==> src/rtl/interrupt_ctrl.sv <==
// rtl/interrupt_ctrl.sv - interrupt entry sequencer: drain pipeline, push context, vector, acknowledge
module interrupt_ctrl #(
    parameter int DRAIN_CYCLES = 3
) (
    input  logic        clk,
    input  logic        rst,
    input  logic        int_req,
    input  logic [2:0]  int_index,
    input  logic [31:0] cur_pc,
    input  logic [3:0]  flags,
    input  logic        pipe_busy,
    input  logic        mem_ack,
    output logic        fetch_stall,
    output logic        flush,
    output logic [1:0]  pc_select,
    output logic [2:0]  ivt_index,
    output logic        push_valid,
    output logic [15:0] push_data,
    output logic        int_active,
    output logic        int_ack
);

    localparam int CNT_W = (DRAIN_CYCLES > 1) ? $clog2(DRAIN_CYCLES) : 1;

    typedef enum logic [2:0] {
        IDLE,
        DRAIN,
        PUSH_LO,
        PUSH_HI,
        PUSH_FLG,
        VECTOR,
        RESUME
    } ctrlState;

    ctrlState         state;
    ctrlState         nextState;
    logic             reqSample;
    logic             reqPrev;
    logic             sampleValid;
    logic             pending;
    logic             reqEvent;
    logic             accept;
    logic             drainDone;
    logic [CNT_W-1:0] drainCnt;
    logic [31:0]      savedPc;
    logic [3:0]       savedFlags;
    logic [2:0]       savedIndex;

    // The first sample after reset also seeds the previous sample, so a request
    // already high at reset release never looks like a rising edge.
    assign reqEvent  = reqSample & ~reqPrev;
    assign accept    = (state == IDLE) && (reqEvent || pending);
    assign drainDone = (32'(drainCnt) + 32'd1) >= 32'(DRAIN_CYCLES);

    // Two-stage sampling of the level request for edge detection
    always_ff @(posedge clk or negedge rst) begin
        if (!rst) begin
            reqSample   <= 1'b0;
            reqPrev     <= 1'b0;
            sampleValid <= 1'b0;
        end else begin
            reqSample   <= int_req;
            reqPrev     <= sampleValid ? reqSample : int_req;
            sampleValid <= 1'b1;
        end
    end

    // Single-deep pending flag: edges during a sequence collapse into one
    always_ff @(posedge clk or negedge rst) begin
        if (!rst) begin
            pending <= 1'b0;
        end else if (accept) begin
            pending <= 1'b0;
        end else if (reqEvent && (state != IDLE)) begin
            pending <= 1'b1;
        end
    end

    // Context captured at the moment the interrupt is accepted
    always_ff @(posedge clk or negedge rst) begin
        if (!rst) begin
            savedPc    <= 32'h0;
            savedFlags <= 4'h0;
            savedIndex <= 3'h0;
        end else if (accept) begin
            savedPc    <= cur_pc;
            savedFlags <= flags;
            savedIndex <= int_index;
        end
    end

    // Counts cycles spent in DRAIN, saturating once the minimum is met
    always_ff @(posedge clk or negedge rst) begin
        if (!rst) begin
            drainCnt <= '0;
        end else if (state != DRAIN) begin
            drainCnt <= '0;
        end else if (!drainDone) begin
            drainCnt <= drainCnt + CNT_W'(1);
        end
    end

    // State register
    always_ff @(posedge clk or negedge rst) begin
        if (!rst) begin
            state <= IDLE;
        end else begin
            state <= nextState;
        end
    end

    // Next-state and output decode
    always_comb begin
        nextState   = state;
        fetch_stall = 1'b0;
        flush       = 1'b0;
        pc_select   = 2'b00;
        ivt_index   = 3'd0;
        push_valid  = 1'b0;
        push_data   = 16'h0;
        int_active  = 1'b1;
        int_ack     = 1'b0;
        case (state)
            IDLE: begin
                int_active = 1'b0;
                if (accept) begin
                    flush     = 1'b1;
                    nextState = DRAIN;
                end
            end
            DRAIN: begin
                fetch_stall = 1'b1;
                if (drainDone && !pipe_busy) begin
                    nextState = PUSH_LO;
                end
            end
            PUSH_LO: begin
                fetch_stall = 1'b1;
                push_valid  = 1'b1;
                push_data   = savedPc[15:0];
                if (mem_ack) begin
                    nextState = PUSH_HI;
                end
            end
            PUSH_HI: begin
                fetch_stall = 1'b1;
                push_valid  = 1'b1;
                push_data   = savedPc[31:16];
                if (mem_ack) begin
                    nextState = PUSH_FLG;
                end
            end
            PUSH_FLG: begin
                fetch_stall = 1'b1;
                push_valid  = 1'b1;
                push_data   = {12'h0, savedFlags};
                if (mem_ack) begin
                    nextState = VECTOR;
                end
            end
            VECTOR: begin
                pc_select = 2'b01;
                ivt_index = savedIndex;
                nextState = RESUME;
            end
            RESUME: begin
                int_ack   = 1'b1;
                nextState = IDLE;
            end
            default: begin
                int_active = 1'b0;
                nextState  = IDLE;
            end
        endcase
    end

endmodule

==> config.mk <==
export PLATFORM = sky130hd
export DESIGN_NAME = interrupt_ctrl
export DESIGN_NICKNAME = d
export VERILOG_FILES = /design/src/rtl/interrupt_ctrl.sv
export SDC_FILE = /design/constraint.sdc
export NUM_CORES = 1
export LEC_CHECK = 0
export ABC_CLOCK_PERIOD_IN_PS = 2500
export BUFFER_PORTS_ARGS = -buffer_cell sky130_fd_sc_hd__buf_4
export CAP_MARGIN = 20
export CORE_ASPECT_RATIO = 1.75
export CORE_MARGIN = 2
export CORE_UTILIZATION = 55
export CTS_BUF_LIST = sky130_fd_sc_hd__clkbuf_8
export CTS_CLUSTER_SIZE = 24
export DETAILED_ROUTE_END_ITERATION = 10
export PLACE_DENSITY = 0.84
export SLEW_MARGIN = 40
export SYNTH_ARGS = -nofsm -noshare
export SYNTH_HDL_FRONTEND = slang
export SYNTH_SLANG_ARGS = --single-unit
==> constraint.sdc <==
create_clock -name clk -period 2.5 [get_ports clk]
set_input_delay 0.125 -clock clk [delete_from_list [all_inputs] [get_ports clk]]
set_output_delay 0.125 -clock clk [all_outputs]
set_load 0.05 [all_outputs]
# ---- Word-level counts from Yosys, hierarchy flattened
# Index checks and enable logic that the tools add are counted.
dict set report word_totals {
  register_bits 48
  output_inout_bits 26
  inputBits 44
}
dict set report op_classes {
  n_bitwise 2
  n_lt_le_gt_ge 1
  add_sub_neg 2
  n_reduce_logical 12
  mux 20
  n_eq_ne 13
}
# cell n
set ops {}
lappend ops {{$pmux 16 s3} 1}
lappend ops {{$mux 3} 6}
lappend ops {{$pmux 3 s6} 1}
lappend ops {{$mux 1} 10}
lappend ops {{$ne 2x2->1 const B} 5}
lappend ops {{$eq 3x3->1 const B} 3}
lappend ops {{$eq 3x2->1 const B} 2}
lappend ops {{$reduce_or 6->1} 1}
lappend ops {{$reduce_and 5->1} 1}
lappend ops {{$mux 2} 2}
lappend ops {{$reduce_or 4->1} 1}
lappend ops {{$add 2x1->3 const B} 1}
lappend ops {{$eq 3x1->1 const B} 1}
lappend ops {{$ge 3x2->1 const B} 1}
lappend ops {{$logic_and 1x1->1} 3}
lappend ops {{$logic_not 3->1} 1}
lappend ops {{$ne 3x1->1 const B} 1}
lappend ops {{$reduce_bool 3->1} 1}
lappend ops {{$reduce_or 3->1} 1}
lappend ops {{$add 2x1->2 const B} 1}
lappend ops {{$ne 2x1->1 const B} 1}
lappend ops {{$reduce_bool 2->1} 1}
lappend ops {{$and 1x1->1} 1}
lappend ops {{$logic_not 1->1} 1}
lappend ops {{2 further kinds} 2}

# ---- Depth between registers and ports, before layout
# Gate-level depths: netlist (run 1).
dict set report depth {
  word_depth 6
  ltp_mapped 5
  ltp_nobuf 5
}

# ---- Worst setup path after synthesis (run 1)
# OpenSTA, ideal clock, no wires.
dict set report synth_path {
  path_type {flip-flop to output port}
  startpoint {register state[0]}
  endpoint {output push_data[0]}
  path_slack_ns 0.463
  required_time_ns 2.375
  arrival_time_ns 1.912
  path_stages_with_launch 5
  cell_sequence {dfrtp_1 > buf_4 > buf_2 > mux2i_1 > o21ai_0}
}
dict set report synth_via {
  elab_chain_len 2
}
# item line_no
set synth_rtl {}
lappend synth_rtl {{start: declaration} 35} ;# ctrlState state;
lappend synth_rtl {{start signal: assignment} 108} ;# state <= nextState;
lappend synth_rtl {{$eq 3x3->1 or $eq 3x2->1 (tied branches)} 123} ;# case (state)
lappend synth_rtl {{$pmux 16 s3 *} 123}
lappend synth_rtl {{end: declaration} 18} ;# output logic [15:0] push_data,
# Every way passes the cells marked *; elsewhere a longest branch is shown, timed or not.

# ---- Final worst setup path (run 1)
dict set report layout_path {
  startpoint {register state[0]}
  endpoint {output fetch_stall}
}
dict set report layout_via {
  elab_chain_len 3
}
# item line_no
set layout_rtl {}
lappend layout_rtl {{$eq 3x3->1, or another cell as far along} 123}
lappend layout_rtl {{$reduce_or 4->1 (no line) *} --}
lappend layout_rtl {{$mux 1 *} 123}
lappend layout_rtl {{end: declaration} 13} ;# output logic fetch_stall,
# Marked as above.

==> impl_metrics.env, run 1 <==
export IMPL_post_route_cells_drive_above_1_share=0.492
export IMPL_die_w_um=53.9
export IMPL_worst_ep_arrival_time_ns=2.00
export IMPL_drt_pass1_iter_count=4
export IMPL_gp_congestion=0.789
export IMPL_asyncSetResetFlopFracSynth=1.00
export IMPL_finalSetupTns_ns=0
export IMPL_hold_path_endpoint="savedPc[22]"
export IMPL_worst_hold_startpoint="cur_pc[22]"
export IMPL_path_buf_inv=2
export IMPL_tritoncts_num_buffers=5
export IMPL_switching_power_as_a_share_of_total_power=0.397
export IMPL_hold_depth=2
export IMPL_clock_path_buffers=2
export IMPL_num_nets_final=293
export IMPL_io_pins=70
export IMPL_numPortBuffers=68
export IMPL_slew_violations=0
export IMPL_power_internal_uw=2610
export IMPL_finalHoldViolCount=0
export IMPL_worst_path_max_fanout=10
export IMPL_placeableCoreArea_sq_mm=0.00415
export IMPL_worst_r2r_path_cells=4
export IMPL_vias_per_cell=5.29
export IMPL_critical_path_top_delay_family="simple AND/OR/NAND/NOR gates"
export IMPL_wl_um=4700
export IMPL_grt_util_met3=0.0543
export IMPL_routed_wire_length_per_instance_um=15.8
export IMPL_initial_utilization=0.576
export IMPL_post_synth_top_count_cell="sky130_fd_sc_hd__dfrtp_1"
export IMPL_critical_path_slowest_cell="sky130_fd_sc_hd__dfrtp_1"
export IMPL_postSynthCellCount=178
export IMPL_post_synth_main_area_contributors="sky130_fd_sc_hd__dfrtp_1 50%, sky130_fd_sc_hd__mux2_4 24%, sky130_fd_sc_hd__mux2i_1 6.7%, sky130_fd_sc_hd__nor2_1 2.8%, sky130_fd_sc_hd__buf_6 1.9%"
export IMPL_dominantRegCellSynth="sky130_fd_sc_hd__dfrtp_1"
export IMPL_grt_antenna_before_repair=0
export IMPL_final_design_area_no_fill_sq_mm=0.00305
export IMPL_post_synth_instance_area_sq_mm=0.00239
export IMPL_p_leak_uw=0.00162
export IMPL_cts_root_buffer="sky130_fd_sc_hd__clkbuf_8"
export IMPL_grt_busiest_layer="met2"
export IMPL_clk_pin_slew_worst_paths_ns=0.09
export IMPL_cts_setup_buffers=0
export IMPL_outcome="completed"
export IMPL_cp_required_ns=2.38
export IMPL_gr_usage_all_layers=0.219
export IMPL_netlist_top_cells_count="48 x sky130_fd_sc_hd__dfrtp_1, 39 x sky130_fd_sc_hd__mux2_4, 18 x sky130_fd_sc_hd__nor2_1"
export IMPL_worst_slew_pin_transition_ns=0.719
export IMPL_critical_path_most_common_cell="sky130_fd_sc_hd__buf_4"
export IMPL_timing_hold_worst_class="primary input to flop"
export IMPL_clock_skew_final_ns=0.00432
export IMPL_syn_to_layout_area_delta_pct=27.4
export IMPL_power_sequential_fraction=0.336
export IMPL_antenna_diode_instance_count=0
export IMPL_post_route_min_period_ns=2.12
export IMPL_dieHeight_um=91.2
export IMPL_vdd_ir_drop_worst_mv=1.05
export IMPL_finalSetupViolCount=0
export IMPL_antenna_violating_nets_post_route=0
export IMPL_worst_slew_margin_rel=0.521
export IMPL_r2r_start="state[0]"
export IMPL_yosysSeqAreaShare=0.502
export IMPL_gr_usage_met1=0.262
export IMPL_synthesis_area_per_instance_sq_um=13.4
export IMPL_power_switching_uw=1720
export IMPL_grt_pass1_vias=1688
export IMPL_synth_distinct_cells=31
export IMPL_yosys_register_bits=48
export IMPL_clock_share_of_power=0.126
export IMPL_post_route_period_util=0.849
export IMPL_tritoncts_num_sinks=48
export IMPL_drv_max_cap_violation_count=0
export IMPL_grt_start_max_net_pins=49
export IMPL_dpl_instance_area_sq_mm=0.00291
export IMPL_synthDominantCellAreaShare=0.502
export IMPL_synth_fp_nets=224
export IMPL_drt_initial_drc_count=20
export IMPL_tritoncts="done"
export IMPL_regToRegSetupSlack_ns=0.65
export IMPL_synth_warnings=0
export IMPL_synth_edf_count=0
export IMPL_rows=31
export IMPL_total_via_count_in_the_routed_design=1571
export IMPL_grt_first_pass_wirelength_um=7840
export IMPL_depth_of_the_cts_h_tree=2
export IMPL_critPathMaxStageDelay_ns=0.60
export IMPL_max_freq_ghz=0.471
export IMPL_power_density_cell_area_mw_per_mm2=1420
export IMPL_hpwl_um=3480
export IMPL_synthDominantAreaCellType="sky130_fd_sc_hd__dfrtp_1"
export IMPL_worstSkewPairLatency_ns=0.30
export IMPL_r2r_end="savedIndex[1]"
export IMPL_worstPathCellList="buf_4 > nor2b_1 > nand2b_1 > nand3_1 > buf_4"
export IMPL_combinational_cell_fraction_of_total_power=0.538
export IMPL_setup_repair_after_global_routing_missed_its_margin="no"
export IMPL_gr_total_overflow=0
export IMPL_critPathKind="flop to primary output"
export IMPL_fillerInstances=302
export IMPL_gr_usage_met2=0.362
export IMPL_critical_path_startpoint_type="flop"
export IMPL_crit_path_end_kind="primary output"
export IMPL_die_area_sq_mm=0.00491
export IMPL_drc=0
how the worst max path moves through the flow:
| stage | from | to | slack [ns] | cells after the start |
|---|---|---|---|---|
| floorplan | state[0] | push_data[0] | 0.46 | 4 |
| global placement | state[0] | savedFlags[3] | 0.69 | 4 |
| detailed placement | state[0] | savedPc[19] | 0.66 | 4 |
| CTS | state[2] | push_data[2] | 0.33 | 3 |
| global route | state[0] | push_data[3] | 0.25 | 5 |
| finish | state[0] | fetch_stall | 0.38 | 5 |
logic make-up (layout without fill, tap and decap cells):
family	Yosys count	count (layout)	synth area share
AND/OR/NAND/NOR	41	41	0.0863
buffers and inverters	13	83	0.0371
XOR/XNOR	2	2	0.00732
adder cells (fa/ha/maj)	2	2	0.0105
flip-flops	48	48	0.502
AO/OA/AOI/OAI	14	14	0.0371
multiplexers	56	56	0.316
other	2	2	0.00314
layout make-up:
cell class / count / area, sq um / area share
inverters: 2 / 7.51 / 0.00246
clock inverters: 3 / 42.5 / 0.0140
well taps: 49 / 61.3 / 0.0201
repair buffers: 73 / 553 / 0.182
multi-input cells: 117 / 1110 / 0.365
flip-flops and latches: 48 / 1200 / 0.394
clock buffers: 5 / 68.8 / 0.0226
layer usage:
metal,up-vias,share of wire
li1,745,-
met1,767,0.38
met2,51,0.54
met3,8,0.055
met4,0,0.021
met5,-,0
layout by cell type (no fill, tap or decap):
cell type                       count
sky130_fd_sc_hd__conb_1             2
sky130_fd_sc_hd__nor3b_1            1
sky130_fd_sc_hd__o32ai_1            1
sky130_fd_sc_hd__nand2b_2           1
sky130_fd_sc_hd__o31ai_1            1
sky130_fd_sc_hd__o21ai_4            1
sky130_fd_sc_hd__mux2_4            39
sky130_fd_sc_hd__a21o_1             1
sky130_fd_sc_hd__nor2b_1            2
sky130_fd_sc_hd__nor3_4             1
sky130_fd_sc_hd__dlygate4sd3_1      2
sky130_fd_sc_hd__ha_1               2
sky130_fd_sc_hd__and3_1             4
sky130_fd_sc_hd__clkinvlp_4         1
sky130_fd_sc_hd__a21oi_1            2
sky130_fd_sc_hd__mux2_2             1
sky130_fd_sc_hd__bufinv_16          1
sky130_fd_sc_hd__a2bb2oi_1          1
sky130_fd_sc_hd__and3b_1            1
sky130_fd_sc_hd__buf_4             71
sky130_fd_sc_hd__o21bai_1           1
sky130_fd_sc_hd__o21ai_0            6
sky130_fd_sc_hd__nand2b_1           3
sky130_fd_sc_hd__nand3_1            1
sky130_fd_sc_hd__nor2_1            18
sky130_fd_sc_hd__xnor2_1            2
sky130_fd_sc_hd__dfrtp_1           48
sky130_fd_sc_hd__clkinv_2           1
sky130_fd_sc_hd__clkbuf_8           5
sky130_fd_sc_hd__and2_1             1
sky130_fd_sc_hd__nand2_1            7
sky130_fd_sc_hd__or3_1              1
sky130_fd_sc_hd__mux2i_1           16
sky130_fd_sc_hd__inv_1              2
power groups by stage:
stage	logic [uW]	registers [uW]	clock network [uW]
2_1_floorplan	1950	1330	0
3_3_place_gp	2290	1440	0
3_5_place_dp	2350	1450	0
4_1_cts	2350	1450	567
5_1_grt	2490	1510	591
6_report	2330	1450	546
timing repair:
action,4_1_cts,5_1_grt
resized for setup,0,0
hold buffers,2,0
endpoints found under the hold margin,49,0
registers in the layout (all words and copies together) (netlist names):
| signal | flops |
|---|---|
| savedPc | 32 |
| savedFlags | 4 |
| drainCnt | 2 |
| reqPrev | 1 |
| savedIndex | 3 |
| pending | 1 |
| reqSample | 1 |
| state | 3 |
| sampleValid | 1 |
metrics by stage:
step	std cells	utilization	power (uW)	hold WS (ns)	setup slack [ns]
after global routing	297	0.734	4580	0.0356	0.252
after CTS	297	0.733	4370	0.0368	0.328
after detailed placement	287	0.702	3800	0.168	0.659
after floorplan	178	-	3280	-0.171	0.463
after global placement	287	0.702	3740	0.164	0.689
final	297	0.734	4330	0.0511	0.377
Power figures use the tool's default switching activity.
==> inputs of run 2 (changes only) <==
--- a/config.mk
+++ b/config.mk
@@ -5,16 +5,16 @@
 export SDC_FILE = /design/constraint.sdc
 export NUM_CORES = 1
 export LEC_CHECK = 0
-export ABC_CLOCK_PERIOD_IN_PS = 2500
+export ABC_CLOCK_PERIOD_IN_PS = 2000
 export BUFFER_PORTS_ARGS = -buffer_cell sky130_fd_sc_hd__buf_4
 export CAP_MARGIN = 20
 export CORE_ASPECT_RATIO = 1.75
 export CORE_MARGIN = 2
-export CORE_UTILIZATION = 55
+export CORE_UTILIZATION = 53
 export CTS_BUF_LIST = sky130_fd_sc_hd__clkbuf_8
 export CTS_CLUSTER_SIZE = 24
 export DETAILED_ROUTE_END_ITERATION = 10
-export PLACE_DENSITY = 0.84
+export PLACE_DENSITY = 0.81
 export SLEW_MARGIN = 40
 export SYNTH_ARGS = -nofsm -noshare
 export SYNTH_HDL_FRONTEND = slang
==> constraint.sdc (replaced) <==
create_clock -name clk -period 2 [get_ports clk]
set_input_delay 0.1 -clock clk [delete_from_list [all_inputs] [get_ports clk]]
set_output_delay 0.1 -clock clk [all_outputs]
set_load 0.05 [all_outputs]
==> run 2 against run 1 <==
  * Clock-buffer cell count unchanged
  * Critical path depth unchanged
  * Final area down 0.37%
  * Global-route usage down 1.1 points
  * Non-clock buffer count up 1
  * Total power up 22%
  * Sequential power up 26%
  * Combinational power up 26%
  * Register-to-register slack worse by 0.30 ns
  * Critical path type unchanged
  * Via count down 0.70%
  * Sequential share of layout area up 0.15 points
  * Die area up 3.5%
==> impl_metrics.env, run 2 (same netlist as run 1, synthesis figures left out) <==
export IMPL_outcome="completed"
export IMPL_dieHeight_um=92.9
export IMPL_grt_pass1_vias=1587
export IMPL_gr_usage_all_layers=0.208
export IMPL_die_area_sq_mm=0.00509
export IMPL_worst_slew_margin_rel=0.612
export IMPL_die_w_um=54.8
export IMPL_power_sequential_fraction=0.345
export IMPL_grt_start_max_net_pins=49
export IMPL_max_ffs_per_register=32
export IMPL_syn_to_layout_area_delta_pct=26.9
export IMPL_initial_utilization=0.548
export IMPL_worst_ep_arrival_time_ns=1.78
export IMPL_worstSkewPairLatency_ns=0.29
export IMPL_hold_slack_ns=0.0290
export IMPL_post_route_period_util=0.938
export IMPL_hpwl_um=3430
export IMPL_wl_um=4650
export IMPL_total_via_count_in_the_routed_design=1560
export IMPL_clock_path_buffers=2
export IMPL_worst_path_max_fanout=37
export IMPL_io_pins=70
export IMPL_clk_pin_slew_worst_paths_ns=0.08
export IMPL_tritoncts_num_buffers=5
export IMPL_tritoncts_num_sinks=48
export IMPL_depth_of_the_cts_h_tree=2
export IMPL_vdd_ir_drop_worst_mv=1.10
export IMPL_num_nets_final=294
export IMPL_critical_path_slowest_cell="sky130_fd_sc_hd__dfrtp_1"
export IMPL_grt_antenna_before_repair=0
export IMPL_final_design_area_no_fill_sq_mm=0.00304
export IMPL_vias_per_cell=5.22
export IMPL_max_freq_ghz=0.533
export IMPL_clock_share_of_power=0.099
export IMPL_gr_total_overflow=0
export IMPL_worst_slew_pin_transition_ns=0.581
export IMPL_grt_first_pass_wirelength_um=7560
export IMPL_critical_path_startpoint_type="flop"
export IMPL_routed_wire_length_per_instance_um=15.6
export IMPL_placeableCoreArea_sq_mm=0.00436
export IMPL_gp_congestion=0.743
export IMPL_critPathMaxStageDelay_ns=0.52
export IMPL_tritoncts="done"
export IMPL_combinational_cell_fraction_of_total_power=0.556
export IMPL_clock_skew_final_ns=0.00867
export IMPL_drt_pass1_iter_count=4
export IMPL_register_ranked_first_by_flip_flop_count="savedPc"
export IMPL_post_route_cells_drive_above_1_share=0.488
export IMPL_post_route_min_period_ns=1.88
export IMPL_finalHoldViolCount=0
export IMPL_drc=0
export IMPL_cp_required_ns=1.90
export IMPL_crit_path_end_kind="primary output"
export IMPL_power_density_cell_area_mw_per_mm2=1740
export IMPL_timing_hold_worst_class="primary input to flop"
export IMPL_setup_repair_after_global_routing_missed_its_margin="no"
export IMPL_power_switching_uw=2140
export IMPL_switching_power_as_a_share_of_total_power=0.404
export IMPL_cts_setup_buffers=0
export IMPL_top_regs="savedPc: 32 flops, savedFlags: 4 flops"
export IMPL_power_internal_uw=3150
export IMPL_slew_violations=0
export IMPL_antenna_diode_instance_count=0
export IMPL_drt_initial_drc_count=22
export IMPL_numPortBuffers=68
export IMPL_finalSetupViolCount=0
export IMPL_worstPathCellList="nor3_4 > o21ai_4 > buf_12 > inv_1 > buf_4"
export IMPL_mostFrequentLayoutCell="sky130_fd_sc_hd__buf_4"
export IMPL_p_leak_uw=0.00162
export IMPL_finalSetupTns_ns=0
export IMPL_antenna_violating_nets_post_route=0
export IMPL_rows=32
export IMPL_layout_cells_most_common_list="71 x sky130_fd_sc_hd__buf_4, 48 x sky130_fd_sc_hd__dfrtp_1, 39 x sky130_fd_sc_hd__mux2_4"
export IMPL_drv_max_cap_violation_count=0
export IMPL_cts_root_buffer="sky130_fd_sc_hd__clkbuf_8"
export IMPL_dpl_instance_area_sq_mm=0.00294
export IMPL_critPathKind="flop to primary output"
==> run 2: worst paths after layout <==
| path | from | end | slack (ns) | cells after the start |
|---|---|---|---|---|
| worst max register to register | state[0] | savedPc[28] | 0.35 | 4 |
| min in group asynchronous | rst | savedPc[29] | 0.34 | 2 |
| max in group asynchronous | rst | state[1] | 1.26 | 2 |
| worst min-delay path | flags[1] | savedFlags[1] | 0.03 | 2 |
| worst max-delay path | state[0] | flush | 0.12 | 5 |
| worst min register to register | reqSample | reqPrev | 0.50 | 1 |
==> run 2: area by class of cell <==
class	instances	area [sq um]
well taps	51	63.8
fillers	319	1330
clock buffers	5	68.8
clock inverters	2	8.76
flip-flops and latches	48	1200
inverters	2	7.51
multi-input cells	117	1110
repair buffers	74	573
==> run 2: worst max-delay path: cells and delay by family, from the launching register on <==
kind | cells | cell delay [ns]
flip-flops | 1 | 0.52
AND/OR/NAND/NOR | 1 | 0.29
buffers and inverters | 3 | 0.50
AO/OA/AOI/OAI | 1 | 0.14
==> run 2: power by group through the flow <==
stage / clock (uW) / combinational (uW) / sequential [uW]
after floorplan: 0 / 2440 / 1660
after global placement: 0 / 2910 / 1800
after detailed placement: 0 / 2960 / 1810
after CTS: 540 / 2970 / 1820
after global routing: 596 / 3130 / 1880
final: 524 / 2940 / 1820
==> run 2: layer usage <==
metal	part of all wire	vias up	track usage
met5	0	-	0
met4	0.019	0	0.0771
met3	0.046	8	0.0452
met2	0.55	51	0.344
met1	0.39	759	0.253
li1	-	742	-
==> run 2: timing repair <==
item | in CTS | in global routing
hold buffers | 2 | 0
hold endpoints to repair | 49 | 0
setup endpoints to repair | 0 | 9
resized for setup | 0 | 1
==> run 2: metrics by stage <==
stage	cells	setup WS [ns]	util	total power (uW)
CTS	299	0.0426	0.695	5320
floorplan	178	-0.00459	-	4100
global route	299	0.0210	0.696	5610
global placement	290	0.374	0.673	4710
detailed placement	290	0.365	0.673	4770
finish	299	0.124	0.696	5290
==> inputs of run 3 (changes only) <==
--- a/config.mk
+++ b/config.mk
@@ -5,7 +5,7 @@
 export SDC_FILE = /design/constraint.sdc
 export NUM_CORES = 1
 export LEC_CHECK = 0
-export ABC_CLOCK_PERIOD_IN_PS = 2000
+export ABC_CLOCK_PERIOD_IN_PS = 2100
 export BUFFER_PORTS_ARGS = -buffer_cell sky130_fd_sc_hd__buf_4
 export CAP_MARGIN = 20
 export CORE_ASPECT_RATIO = 1.75
@@ -15,6 +15,7 @@
 export CTS_CLUSTER_SIZE = 24
 export DETAILED_ROUTE_END_ITERATION = 10
 export PLACE_DENSITY = 0.81
+export REMOVE_ABC_BUFFERS = 1
 export SLEW_MARGIN = 40
 export SYNTH_ARGS = -nofsm -noshare
 export SYNTH_HDL_FRONTEND = slang
==> constraint.sdc (replaced) <==
create_clock -name clk -period 2.1 [get_ports clk]
set_input_delay 0.105 -clock clk [delete_from_list [all_inputs] [get_ports clk]]
set_output_delay 0.105 -clock clk [all_outputs]
set_load 0.05 [all_outputs]
==> run 3 against run 2 <==
  * Critical path depth is 1 lower
  * Clock power is 3% higher
  * Sequential power is 5% lower
  * First-iteration DRC count is 27% higher
  * Total power decreased by 4.3%
  * Flip-flop and latch count is the same
  * Clock-buffer cell count grew 1
  * Utilization is 0.46 points higher
  * Combinational power is 5% lower
  * Die area unchanged
==> impl_metrics.env, run 3 (same netlist as run 1, synthesis figures left out) <==
export IMPL_outcome="completed"
export IMPL_setup_repair_after_global_routing_missed_its_margin="no"
export IMPL_hpwl_um=3390
export IMPL_finalSetupViolCount=0
export IMPL_tritoncts_num_buffers=5
export IMPL_io_pins=70
export IMPL_max_freq_ghz=0.533
export IMPL_initial_utilization=0.548
export IMPL_dieHeight_um=92.9
export IMPL_cp_required_ns=2.00
export IMPL_slew_violations=0
export IMPL_worst_path_max_fanout=15
export IMPL_clock_skew_final_ns=0.00223
export IMPL_worstPathCellList="nand2b_1 > buf_4 > o21ai_0 > buf_4"
export IMPL_dpl_instance_area_sq_mm=0.00295
export IMPL_die_area_sq_mm=0.00509
export IMPL_p_leak_uw=0.00164
export IMPL_drv_max_cap_violation_count=0
export IMPL_drt_initial_drc_count=28
export IMPL_finalNonFillerCells=303
export IMPL_mostFrequentLayoutCell="sky130_fd_sc_hd__buf_4"
export IMPL_seq_area_sq_mm=0.00120
export IMPL_drt_pass1_iter_count=4
export IMPL_gr_usage_all_layers=0.200
export IMPL_gp_congestion=0.764
export IMPL_finalHoldViolCount=0
export IMPL_post_route_cells_drive_above_1_share=0.488
export IMPL_tritoncts="done"
export IMPL_critical_path_startpoint_type="flop"
export IMPL_cts_resized=0
export IMPL_final_design_area_no_fill_sq_mm=0.00306
export IMPL_worst_ep_arrival_time_ns=1.77
export IMPL_dpl_cell_count=293
export IMPL_cts_setup_buffers=0
export IMPL_layout_cells_most_common_list="75 x sky130_fd_sc_hd__buf_4, 48 x sky130_fd_sc_hd__dfrtp_1, 39 x sky130_fd_sc_hd__mux2_4"
export IMPL_fillerInstances=327
export IMPL_grt_start_max_net_pins=49
export IMPL_critical_path_top_delay_family="flip-flops"
export IMPL_rows=32
export IMPL_tritoncts_num_sinks=48
export IMPL_timing_hold_worst_class="primary input to flop"
export IMPL_placeableCoreArea_sq_mm=0.00436
export IMPL_drc=0
export IMPL_syn_to_layout_area_delta_pct=27.7
export IMPL_crit_path_end_kind="primary output"
export IMPL_cts_root_buffer="sky130_fd_sc_hd__clkbuf_8"
export IMPL_worst_slew_pin_transition_ns=0.587
export IMPL_gr_total_overflow=0
export IMPL_register_ranked_first_by_flip_flop_count="savedPc"
export IMPL_worstSkewPairLatency_ns=0.29
export IMPL_power_density_cell_area_mw_per_mm2=1660
export IMPL_max_ffs_per_register=32
export IMPL_top_regs="savedPc: 32 flops, savedFlags: 4 flops"
export IMPL_path_buf_inv=2
export IMPL_routed_wire_length_per_instance_um=15.3
export IMPL_num_nets_final=297
export IMPL_die_w_um=54.8
export IMPL_critical_path_most_common_cell="sky130_fd_sc_hd__buf_4"
export IMPL_antenna_diode_instance_count=0
export IMPL_vdd_ir_drop_worst_mv=1.14
export IMPL_critical_path_slowest_cell="sky130_fd_sc_hd__dfrtp_1"
export IMPL_post_route_period_util=0.893
export IMPL_antenna_violating_nets_post_route=0
export IMPL_clock_path_buffers=2
export IMPL_clk_pin_slew_worst_paths_ns=0.08
export IMPL_footprint_of_the_multi_input_gates_sq_mm=0.00111
export IMPL_critPathKind="flop to primary output"
export IMPL_critPathMaxStageDelay_ns=0.53
export IMPL_numPortBuffers=68
export IMPL_grt_antenna_before_repair=0
export IMPL_worst_slew_margin_rel=0.609
export IMPL_depth_of_the_cts_h_tree=2
export IMPL_post_route_min_period_ns=1.88
export IMPL_wl_um=4640
export IMPL_total_via_count_in_the_routed_design=1570
export IMPL_grt_pass1_vias=1600
export IMPL_grt_first_pass_wirelength_um=7330
export IMPL_vias_per_cell=5.18
run 3: cell count changes in the layout (fill, tap and decap cells not counted):
cell | previous run | this run
sky130_fd_sc_hd__buf_4 | 71 | 75
sky130_fd_sc_hd__nand2b_2 | 1 | 0
sky130_fd_sc_hd__inv_1 | 3 | 4
sky130_fd_sc_hd__clkbuf_8 | 5 | 6
sky130_fd_sc_hd__clkinv_2 | 1 | 0
sky130_fd_sc_hd__nand2b_1 | 3 | 4
sky130_fd_sc_hd__buf_12 | 1 | 0
sky130_fd_sc_hd__o21ai_1 | 3 | 0
sky130_fd_sc_hd__o21ai_0 | 3 | 6
run 3: final cells by class:
class | count | area share
Sequential cell | 48 | 0.393
Multi-Input combinational cell | 117 | 0.363
Tap cell | 51 | 0.0209
Clock inverter | 2 | 0.00246
Clock buffer | 6 | 0.0270
Timing Repair Buffer | 77 | 0.191
Inverter | 2 | 0.00246
run 3: final timing paths:
check                            start       endpoint  slack, ns  cells after the start
setup / recovery              state[2]   push_data[3]       0.22                      4
hold / removal              cur_pc[31]    savedPc[31]       0.03                      2
setup reg to reg              state[0]  savedFlags[3]       0.45                      4
hold reg to reg            sampleValid        reqPrev       0.51                      1
max in group asynchronous          rst     savedPc[6]       1.36                      2
min in group asynchronous          rst    drainCnt[0]       0.35                      2
run 3: stage by stage:
stage / power (uW) / hold WS, ns / TNS, ns / utilization / worst slack, ns
floorplan: 3850 / -0.191 / -22.00 / - / -0.884
global placement: 4450 / 0.144 / 0 / 0.675 / 0.513
detailed placement: 4540 / 0.143 / 0 / 0.675 / 0.457
CTS: 5100 / 0.0247 / 0 / 0.700 / 0.233
global route: 5340 / 0.0220 / 0 / 0.700 / 0.118
finish: 5060 / 0.0348 / 0 / 0.700 / 0.225
run 3: metal layers:
metal	share of wire	vias to the layer above	global-route usage
met5	0	-	0
met4	0.015	0	0.0708
met3	0.034	6	0.0339
met2	0.54	35	0.337
met1	0.41	776	0.245
li1	-	753	-
run 3: repair_timing:
item                                    in CTS  in global routing
hold buffers                                 2                  0
endpoints found under the hold margin       49                  0
endpoints found under the setup margin       0                  0
run 3: power by group:
| group | switching [uW] | total, uW | internal, uW |
|---|---|---|---|
| Sequential | 351 | 1730 | 1380 |
| Clock | 282 | 541 | 259 |
| Combinational | 1390 | 2790 | 1400 |
